## src/rtl/dmem_arbiter_if.sv

```systemverilog
// Bundle of the processor, auxiliary and dmem-side signals of dmem_arbiter.
// slave = arbiter view, master = requesters plus memory view.
interface dmem_arbiter_if #(
  parameter int ADDR_W = 12,
  parameter int DATA_W = 32
);
  logic              proc_req;
  logic              proc_wren;
  logic [ADDR_W-1:0] proc_addr;
  logic [DATA_W-1:0] proc_data;
  logic              proc_gnt;
  logic              proc_rvalid;
  logic [DATA_W-1:0] proc_q;

  logic              aux_req;
  logic              aux_wren;
  logic [ADDR_W-1:0] aux_addr;
  logic [DATA_W-1:0] aux_data;
  logic              aux_gnt;
  logic              aux_rvalid;
  logic [DATA_W-1:0] aux_q;

  logic [ADDR_W-1:0] mem_address;
  logic [DATA_W-1:0] mem_data;
  logic              mem_wren;
  logic [DATA_W-1:0] mem_q;

  modport slave (
    input  proc_req, proc_wren, proc_addr, proc_data,
    output proc_gnt, proc_rvalid, proc_q,
    input  aux_req, aux_wren, aux_addr, aux_data,
    output aux_gnt, aux_rvalid, aux_q,
    output mem_address, mem_data, mem_wren,
    input  mem_q
  );

  modport master (
    output proc_req, proc_wren, proc_addr, proc_data,
    input  proc_gnt, proc_rvalid, proc_q,
    output aux_req, aux_wren, aux_addr, aux_data,
    input  aux_gnt, aux_rvalid, aux_q,
    input  mem_address, mem_data, mem_wren,
    output mem_q
  );
endinterface

```

## src/rtl/dmem_arbiter.sv

```systemverilog
// Shares the single-port dmem between processor and auxiliary requesters.
// Round-robin by default; define DMEM_ARB_FIXED_PRIO_EN for processor priority.
module dmem_arbiter #(
  parameter int ADDR_W = 12,
  parameter int DATA_W = 32
) (
  input  logic           clock,
  input  logic           reset,
  dmem_arbiter_if.slave  bus,
  output logic [15:0]    conflict_cnt
);

  typedef enum logic {
    LAST_PROC = 1'b0,
    LAST_AUX  = 1'b1
  } last_gnt_e;

  last_gnt_e         last_gnt_q, last_gnt_d;
  logic [1:0]        rd_pend_q, rd_pend_d;
  logic [15:0]       cnt_q, cnt_d;
  logic              gnt_proc, gnt_aux, both_req;
  logic [ADDR_W-1:0] addr_mux;
  logic [DATA_W-1:0] data_mux;
  logic              wren_mux;

  always_ff @(posedge clock) begin
    if (reset) begin
      last_gnt_q <= LAST_AUX;
      rd_pend_q  <= '0;
      cnt_q      <= '0;
    end else begin
      last_gnt_q <= last_gnt_d;
      rd_pend_q  <= rd_pend_d;
      cnt_q      <= cnt_d;
    end
  end

  always_comb begin
    both_req = bus.proc_req & bus.aux_req;
`ifdef DMEM_ARB_FIXED_PRIO_EN
    gnt_proc = bus.proc_req;
`else
    gnt_proc = bus.proc_req & (~bus.aux_req | (last_gnt_q == LAST_AUX));
`endif
    gnt_aux  = bus.aux_req & ~gnt_proc;

    last_gnt_d = last_gnt_q;
    if (gnt_proc) begin
      last_gnt_d = LAST_PROC;
    end else if (gnt_aux) begin
      last_gnt_d = LAST_AUX;
    end

    rd_pend_d = {gnt_aux & ~bus.aux_wren, gnt_proc & ~bus.proc_wren};

    cnt_d = cnt_q;
    if (both_req && (cnt_q != 16'hFFFF)) begin
      cnt_d = cnt_q + 16'd1;
    end

    addr_mux = '0;
    data_mux = '0;
    wren_mux = 1'b0;
    if (gnt_proc) begin
      addr_mux = bus.proc_addr;
      data_mux = bus.proc_data;
      wren_mux = bus.proc_wren;
    end else if (gnt_aux) begin
      addr_mux = bus.aux_addr;
      data_mux = bus.aux_data;
      wren_mux = bus.aux_wren;
    end
  end

  always_comb begin
    bus.proc_gnt    = gnt_proc;
    bus.aux_gnt     = gnt_aux;
    bus.mem_address = addr_mux;
    bus.mem_data    = data_mux;
    bus.mem_wren    = wren_mux;
    // Reset masks a read still in flight so its data is never reported.
    bus.proc_rvalid = rd_pend_q[0] & ~reset;
    bus.aux_rvalid  = rd_pend_q[1] & ~reset;
    bus.proc_q      = bus.mem_q;
    bus.aux_q       = bus.mem_q;
    conflict_cnt    = cnt_q;
  end

endmodule

```

## src/flat_wrapper.sv

```systemverilog
// flat-port wrapper written by rule: the top's interface ports become plain ports
module dmem_arbiter_flat 
#(
  parameter int ADDR_W = 12,
  parameter int DATA_W = 32
)
  (clock, reset, conflict_cnt, bus_proc_req, bus_proc_wren, bus_proc_addr, bus_proc_data, bus_proc_gnt, bus_proc_rvalid, bus_proc_q, bus_aux_req, bus_aux_wren, bus_aux_addr, bus_aux_data, bus_aux_gnt, bus_aux_rvalid, bus_aux_q, bus_mem_address, bus_mem_data, bus_mem_wren, bus_mem_q);
  dmem_arbiter_if #(.ADDR_W(ADDR_W), .DATA_W(DATA_W)) bus_i ();
  input  logic clock;
  input  logic reset;
  output logic [15:0] conflict_cnt;
  input wire logic [$bits(bus_i.proc_req)-1:0] bus_proc_req;
  input wire logic [$bits(bus_i.proc_wren)-1:0] bus_proc_wren;
  input wire logic [$bits(bus_i.proc_addr)-1:0] bus_proc_addr;
  input wire logic [$bits(bus_i.proc_data)-1:0] bus_proc_data;
  output wire logic [$bits(bus_i.proc_gnt)-1:0] bus_proc_gnt;
  output wire logic [$bits(bus_i.proc_rvalid)-1:0] bus_proc_rvalid;
  output wire logic [$bits(bus_i.proc_q)-1:0] bus_proc_q;
  input wire logic [$bits(bus_i.aux_req)-1:0] bus_aux_req;
  input wire logic [$bits(bus_i.aux_wren)-1:0] bus_aux_wren;
  input wire logic [$bits(bus_i.aux_addr)-1:0] bus_aux_addr;
  input wire logic [$bits(bus_i.aux_data)-1:0] bus_aux_data;
  output wire logic [$bits(bus_i.aux_gnt)-1:0] bus_aux_gnt;
  output wire logic [$bits(bus_i.aux_rvalid)-1:0] bus_aux_rvalid;
  output wire logic [$bits(bus_i.aux_q)-1:0] bus_aux_q;
  output wire logic [$bits(bus_i.mem_address)-1:0] bus_mem_address;
  output wire logic [$bits(bus_i.mem_data)-1:0] bus_mem_data;
  output wire logic [$bits(bus_i.mem_wren)-1:0] bus_mem_wren;
  input wire logic [$bits(bus_i.mem_q)-1:0] bus_mem_q;
  assign bus_i.proc_req = bus_proc_req;
  assign bus_i.proc_wren = bus_proc_wren;
  assign bus_i.proc_addr = bus_proc_addr;
  assign bus_i.proc_data = bus_proc_data;
  assign bus_proc_gnt = bus_i.proc_gnt;
  assign bus_proc_rvalid = bus_i.proc_rvalid;
  assign bus_proc_q = bus_i.proc_q;
  assign bus_i.aux_req = bus_aux_req;
  assign bus_i.aux_wren = bus_aux_wren;
  assign bus_i.aux_addr = bus_aux_addr;
  assign bus_i.aux_data = bus_aux_data;
  assign bus_aux_gnt = bus_i.aux_gnt;
  assign bus_aux_rvalid = bus_i.aux_rvalid;
  assign bus_aux_q = bus_i.aux_q;
  assign bus_mem_address = bus_i.mem_address;
  assign bus_mem_data = bus_i.mem_data;
  assign bus_mem_wren = bus_i.mem_wren;
  assign bus_i.mem_q = bus_mem_q;
  dmem_arbiter #(.ADDR_W(ADDR_W), .DATA_W(DATA_W)) u_core (.clock(clock), .reset(reset), .bus(bus_i), .conflict_cnt(conflict_cnt));
endmodule
```

## config.mk

```make
export PLATFORM = sky130hd
export DESIGN_NAME = dmem_arbiter_flat
export DESIGN_NICKNAME = d
export VERILOG_FILES = /design/src/rtl/dmem_arbiter_if.sv /design/src/rtl/dmem_arbiter.sv /design/src/flat_wrapper.sv
export SDC_FILE = /design/constraint.sdc
export NUM_CORES = 1
export LEC_CHECK = 0
export BUFFER_PORTS_ARGS = -buffer_cell sky130_fd_sc_hd__clkbuf_2
export CAP_MARGIN = 20
export CORE_AREA = 2 2 100 102
export DETAILED_ROUTE_END_ITERATION = 10
export DIE_AREA = 0 0 102 104
export PLACE_DENSITY_LB_ADDON = 0.05
export SLEW_MARGIN = 20
export SYNTH_ARGS = -nofsm -noshare
export SYNTH_HDL_FRONTEND = slang
export SYNTH_SLANG_ARGS = --single-unit
```

## constraint.sdc

```tcl
create_clock -name clock -period 4.8 [get_ports clock]
set_input_delay 0.24 -clock clock [delete_from_list [all_inputs] [get_ports clock]]
set_output_delay 0.24 -clock clock [all_outputs]
set_load 0.02 [all_outputs]
```

==> Word-level counts from Yosys, hierarchy flattened <==
Index checks and enable logic that the tools add are counted.
{ "word_totals": {"reg_bits": 19, "latch_bits": 0, "mem_bits_rw": 0, "rom_bits": 0, "inputBits": 126, "output_inout_bits": 129, "n_memories": 0} }
{ "op_classes": {"n_addsub": 1, "n_mul": 0, "div": 0, "magnitude_cmp": 0, "n_eq_ne": 1, "shift": 0, "n_mux": 8, "n_bitwise": 13, "reduce_logical": 2} }
{ "op_table": {"columns": ["op", "count"], "rows": [
  ["$mux 32", 2],
  ["$mux 12", 2],
  ["$add 16x1->16 const B", 1],
  ["$ne 16x16->1 const B", 1],
  ["$and 1x1->1", 7],
  ["$not 1->1", 5],
  ["$mux 1", 4],
  ["$reduce_bool 2->1", 1],
  ["$logic_and 1x1->1", 1],
  ["$or 1x1->1", 1]
]} }

==> Depth between registers and ports, before layout <==
Gate-level depths: netlist (run 1).
{ "depth": {"word_depth": 7, "ltp_mapped": 6, "mapped_depth_nobuf": 5} }

==> Worst setup path after synthesis (run 1) <==
Ideal clock, no wire load.
{ "synth_timing": {"path_kind": "register to register", "startpoint": "register u_core.cnt_q[0], in the netlist u_core.conflict_cnt[0]", "endpoint": "register u_core.cnt_q[14], in the netlist u_core.conflict_cnt[14]", "arrival_ps": 1787, "path_slack_ps": 2890, "path_stages_with_launch": 6, "period_less_slack_ps": 1910, "cell_sequence": "dfxtp_1 -> ha_1 -> nand3_1 -> or2_0 -> nor4_1 -> mux2_1"} }
{ "synth_via": {"elab_chain_cells": 2, "elab_cells_between_ends": 3, "classes_between": "add/sub: 1; eq/ne: 1; reduce/logical: 1"} }
{ "synth_rtl": {"columns": ["item", "line_no", "rtl"], "rows": [
  ["start: declaration", "dmem_arbiter.sv:20", "logic [15:0] cnt_q, cnt_d;"],
  ["start signal: assignment", "dmem_arbiter.sv:34", "cnt_q <= cnt_d;"],
  ["parallel branches: the longest is 2 deep, another holds $add 16x1->16", null, null]
]} }
Parallel ways; which one is timed is not known.
A chain may end at the register's enable or synchronous reset.

==> Final worst setup path (run 1) <==
{ "layout_timing": {"startpoint": "input port bus_aux_req", "endpoint": "output port bus_mem_address[2]"} }
{ "layout_via": {"elab_chain_cells": 7} }
{ "layout_rtl": {"columns": ["item", "line_no", "rtl"], "rows": [
  ["start: declaration", "flat_wrapper.sv:19", "input wire logic [$bits(bus_i.aux_req)-1:0] bus_aux_req;"],
  ["$not 1->1", "dmem_arbiter.sv:43", "gnt_proc = bus.proc_req & (~bus.aux_req | (last_gnt_q == LAST_AUX));"],
  ["$or 1x1->1", "dmem_arbiter.sv:43", null],
  ["$and 1x1->1", "dmem_arbiter.sv:43", null],
  ["$not 1->1", "dmem_arbiter.sv:45", "gnt_aux = bus.aux_req & ~gnt_proc;"],
  ["$and 1x1->1", "dmem_arbiter.sv:45", null],
  ["$mux 12", "dmem_arbiter.sv:68", "end else if (gnt_aux) begin"],
  ["$mux 12 *", "dmem_arbiter.sv:64", "if (gnt_proc) begin"],
  ["end: declaration", "flat_wrapper.sv:26", "output wire logic [$bits(bus_i.mem_address)-1:0] bus_mem_address;"]
]} }
Every way passes the cells marked *; elsewhere a longest branch is shown, timed or not.

==> metrics.txt, run 1 <==
outcome complete, no violations; WS Path Type input pin to output port; CTS Buf Count 3; Global Route Usage Sum 13.1%; Initial Utilization 21.7%; Rel. slew slack 34.9%; pin count of the biggest net entering global routing 65; Main synth FF type dfxtp_1; fin cells 537; Synth area leader buf_4; Area Overhead vs Synth 21.1%; CTS clk-pin slew, worst paths 70 ps; synth unique cells 37; die area 0.0106 mm2; critical path, cell by cell clkbuf_2 -> nand2b_1 -> and2_2 -> buf_4 -> nand2_1 -> o21ai_0 -> clkbuf_2; maximum VDD drop 81.8 uV; Die Span X 102 um; vias in the first global route 2221; dpl cells 533; WP data required 4560 ps; Root Buffer clkbuf_8; max cap viols 0; gpl congestion 0.719; Final HPWL DP 5.76 mm; Post-Route WL 7.19 mm; Overflow after GRT 0; Core Area 0.00955 mm2; synthesized cell area 0.00207 mm2; ANT cells 0; Chip Height 104 um; Tcrit/Tclk final 60.6%; min Tclk post-route 2910 ps; hold_buf cts 0; Worst Setup End Kind output port; Hold Fails Final Rpt 0; Max Buffers Root-to-Sink 2; DR DRC count 0; critical path arrival 2670 ps; Antenna Nets Post-Route 0; Pwr Total 0.000452 W; share of the yosys chip area belonging to registers 18.4%; Worst-Skew Late Latency 250 ps; fin nets 532; #FFs+latches synth 19; initial antenna violation count 0; htree depth 1; post-synth top area share 23.6%; Routed wire per std cell 13.4 um; Synth area leaders buf_4 24%, dfxtp_1 18%, nand2_1 18%; # setup viols final 0; clk sink count 19; maximum clock rate 344 MHz; most frequent cells after synthesis 97 x nand2_1, 65 x buf_4, 51 x o21ai_0; Crit path largest cell delay 830 ps; worst slew pin tran 976 ps; fill count 1143; Async SR Flop Fraction 0%; count leader, synth nand2_1; # rows 36; Clock Skew 1.49 ps; # port buffers 158; Post-synth EDFFs 0; Post-Syn Nets 452; RSZ-0062 raised after global routing false; crit-path leading delay family simple AND/OR/NAND/NOR gates; Boundary Pins 255; pwr/cell area 180 mW/mm2; first-pass GRT wire length 11.2 mm; Mapped Cells 325; drt pass-1 iters 4; 1st-iter DRT viols 59; DR vias/cell 4.30; total number of vias 2310; yosys warns 0; CP Max Fanout 64; cell repeated most along the worst path clkbuf_2; Setup TNS 0 ps; Post CTS Setup Buffer Count 0; slowest CP cell and2_2; syn_area_per_cell 6.37 um2; Final Max Tran Viols 0; Lkg Pwr 1.24 nW; worst hold-check path type input pin to flip-flop; Buf/Inv on CP 3; Setup crit start kind input pin; CTS tree done; post_cts resized 0; layout cells sized above 1 42.3%
cell usage in the layout, fill, tap and decap left out:
cell type and instances:
nor3b_1 2, nor3_1 3, buf_4 1, nand3_2 1, or2_2 1, nor4_1 4, o211ai_1 1, and2_2 1
ha_1 1, nand3_1 3, o211a_1 1, nand2b_1 2, nor2_1 4, o31ai_1 5, o311ai_0 1, a21oi_1 10
nand2_1 97, nor2b_1 6, mux2_1 3, or3_1 4, or3_2 1, dfxtp_1 19, or3b_2 1, nor4_4 1
or4_1 4, clkbuf_2 158, clkbuf_1 1, or2_0 1, clkbuf_8 3, nand2_2 1, or4_2 2, o41ai_1 1
nand4_1 6, o21ai_0 51, inv_1 3
state kept, by name (all words and copies together) (netlist names):
| name | count |
|---|---|
| u_core.conflict_cnt | 16 |
| u_core.last_gnt_q | 1 |
| u_core.rd_pend_q | 2 |
metal layers:
layer / track usage, % / wire length (um)
met1: 14.4 / 2640
met2: 23.4 / 3760
met3: 5.11 / 753
met4: 2.57 / 37
met5: 0 / 0
stage by stage:
step | hold WS [ps] | area (um2) | setup WS (ps) | util (%)
2_1_floorplan | 316 | 2070 | 2890 | -
3_3_place_gp | 424 | 2460 | 1880 | 25.8
3_5_place_dp | 425 | 2460 | 1850 | 25.8
4_1_cts | 143 | 2510 | 1850 | 26.3
5_1_grt | 149 | 2510 | 1540 | 26.3
6_report | 155 | 2510 | 1890 | 26.3
final cells by class:
class / instances / area [um2] / share of cell area [%]
Sequential cell: 19 / 380 / 15.2
Tap cell: 133 / 166 / 6.63
Timing Repair Buffer: 159 / 798 / 31.8
Inverter: 3 / 11.3 / 0.449
Multi-Input combinational cell: 219 / 1110 / 44.1
Clock buffer: 4 / 45.0 / 1.80
cell families (layout without fill, tap and decap cells):
family	after synthesis	in the layout	share of synthesized area, %
and+or+nand+nor	145	145	32.9
muxes	3	3	1.63
DFF	19	19	18.4
buffers and inverters	87	166	28.2
adders and majority gates	1	1	0.604
AOI/OAI and AO/OA	70	70	18.2
final timing paths:
check,start,end,slack [ps],depth (start not counted)
max,bus_aux_req,bus_mem_address[2],1890,7
min,bus_proc_wren,u_core.rd_pend_q[0]$_SDFF_PP0_,150,2
max reg2reg,u_core.conflict_cnt[4]$_SDFFE_PP0P_,u_core.conflict_cnt[15]$_SDFFE_PP0P_,2580,4
min reg2reg,u_core.last_gnt_q$_SDFFE_PP1P_,u_core.last_gnt_q$_SDFFE_PP1P_,480,2
power by group:
| group | internal, W | total (W) | switching (W) |
|---|---|---|---|
| logic | 0.0000678 | 0.000180 | 0.000112 |
| registers | 0.000160 | 0.000161 | 0.00000152 |
| clock network | 0.0000590 | 0.000111 | 0.0000520 |
| total | 0.000286 | 0.000452 | 0.000166 |
Power figures use the tool's default switching activity.
==> run 2, diff against run 1 <==
Clock period 4.8 ns to 3 ns, I/O delays scaled along.
==> metrics.txt, run 2 (synthesis results as in run 1) <==
Worst Setup End Kind output port (unchanged); fill count 1154 (was 1143); Sequential Area 380 um2 (unchanged); worst slew pin tran 767 ps (was 976 ps); worst hold-check path type input pin to flip-flop (unchanged); CTS clk-pin slew, worst paths 80 ps (was 70 ps); Final HPWL DP 5.60 mm (was 5.76 mm); Multi-input gate area 0.00111 mm2 (unchanged); min Tclk post-route 2120 ps; pin count of the biggest net entering global routing 94 (was 65); Setup TNS 0 ps (unchanged); clk sink count 19 (unchanged); end-of-flow core utilization 26.4% (was 26.3%); DR DRC count 0 (unchanged); Overflow after GRT 0 (unchanged); Clock Skew 3.65 ps (was 1.49 ps); Chip Height 104 um (unchanged); RSZ-0062 raised after global routing false (unchanged); Root Buffer clkbuf_8 (unchanged); Final Max Tran Viols 0 (unchanged); Post CTS Setup Buffer Count 0 (unchanged); busiest grt layer met2 (unchanged); initial antenna violation count 0 (unchanged); Area Overhead vs Synth 21.9% (was 21.1%); hold_buf cts 0 (unchanged); Worst Reg2Reg Path Length in Cells 5 (was 4); layout cells sized above 1 42.6% (was 42.3%); max cap viols 0 (unchanged); post_cts resized 0 (unchanged); Rel. slew slack 48.8% (was 34.9%); Die Span X 102 um (unchanged); dpl cells 535 (was 533); met2 usage 21.9% (was 23.4%); Initial Utilization 21.7% (unchanged); Max Buffers Root-to-Sink 2 (unchanged); vias in the first global route 2202 (was 2221); Global Route Usage Sum 12.6% (was 13.1%); WP data required 2850 ps (was 4560 ps); max reg flops 16 (unchanged); maximum clock rate 471 MHz; gpl congestion 0.751 (was 0.719); # port buffers 158 (unchanged); 1st-iter DRT viols 41 (was 59); ANT cells 0 (unchanged); Lkg Pwr 1.25 nW (was 1.24 nW); DR vias/cell 4.27 (was 4.30); htree depth 1 (unchanged); CTS tree done (unchanged); critical path arrival 1970 ps (was 2670 ps); Routed wire per std cell 13.0 um (was 13.4 um); die area 0.0106 mm2 (unchanged); first-pass GRT wire length 11.0 mm (was 11.2 mm); maximum VDD drop 164 uV (was 81.8 uV); total number of vias 2303 (was 2310); most common cell after layout, fill and taps aside clkbuf_2 (unchanged); Final Worst Setup Slack 878 ps (was 1890 ps); Core Area 0.00955 mm2 (unchanged); Reg2Reg Setup Slack 970 ps (was 2580 ps); WS Path Type flip-flop to output port (was input pin to output port); CTS Buf Count 3 (unchanged); outcome complete, no violations (unchanged); Setup crit start kind flip-flop (was input pin); Boundary Pins 255 (unchanged); Antenna Nets Post-Route 0 (unchanged); Worst-Skew Late Latency 260 ps (was 250 ps); worst hold slack 67.1 ps (was 155 ps); worst hold path stage count 2 (unchanged); drt pass-1 iters 4 (unchanged); Post-Route WL 7.00 mm (was 7.19 mm); most frequent cells in the layout 158 x clkbuf_2, 97 x nand2_1, 51 x o21ai_0 (unchanged); Tcrit/Tclk final 70.7%; dpl ws 945 ps (was 1850 ps); # rows 36 (unchanged); # setup viols final 0 (unchanged); Hold Fails Final Rpt 0 (unchanged); fin cells 539 (was 537); met3 Use GR 5.38% (was 5.11%); fin nets 534 (was 532); GRT met1 Usage 13.9% (was 14.4%); pwr/cell area 289 mW/mm2 (was 180 mW/mm2); CP Max Fanout 93 (was 64)
-- run 2: cell types whose count changed in the layout (fill, tap and decap cells not counted), sizes merged --
| cell | before | now |
|---|---|---|
| buf | 1 | 3 |
-- run 2: cell type report --
class	count	share of cell area, %
clock buffers	4	1.78
inverters	3	0.446
multi-input cells	219	43.9
flip-flops and latches	19	15.1
well taps	133	6.59
repair buffers	161	32.2
-- run 2: per-layer routing --
| layer | vias to the layer above | routed length, um |
|---|---|---|
| li1 | 1190 | - |
| met1 | 985 | 2760 |
| met2 | 122 | 3410 |
| met3 | 6 | 736 |
| met4 | 0 | 95 |
| met5 | - | 0 |
-- run 2: through the flow --
| step | area, um2 | total power (W) |
|---|---|---|
| 3_3_place_gp | 2480 | 0.000555 |
| 6_report | 2520 | 0.000729 |
| 2_1_floorplan | 2070 | 0.000549 |
| 5_1_grt | 2520 | 0.000781 |
| 4_1_cts | 2520 | 0.000743 |
| 3_5_place_dp | 2480 | 0.000554 |
-- run 2: worst paths after layout --
path / startpoint / to
setup / recovery: u_core.last_gnt_q$_SDFFE_PP1P_ / bus_mem_address[2]
hold / removal: bus_proc_wren / u_core.rd_pend_q[0]$_SDFF_PP0_
setup reg to reg: u_core.conflict_cnt[0]$_SDFFE_PP0P_ / u_core.conflict_cnt[15]$_SDFFE_PP0P_
hold reg to reg: u_core.last_gnt_q$_SDFFE_PP1P_ / u_core.last_gnt_q$_SDFFE_PP1P_
-- run 2: critical path, cell delays in order (launching register included) --
cell,delay (ps)
dfxtp_1,320
nand2b_1,120
and2_2,140
buf_4,580
nand2_1,120
o21ai_0,150
clkbuf_2,230
-- run 2: where the power goes --
part           internal [W]  total [W]  switching [W]
Combinational      0.000109   0.000286       0.000178
Sequential         0.000255   0.000257     0.00000214
Clock             0.0000945   0.000185      0.0000902
Total              0.000458   0.000729       0.000270
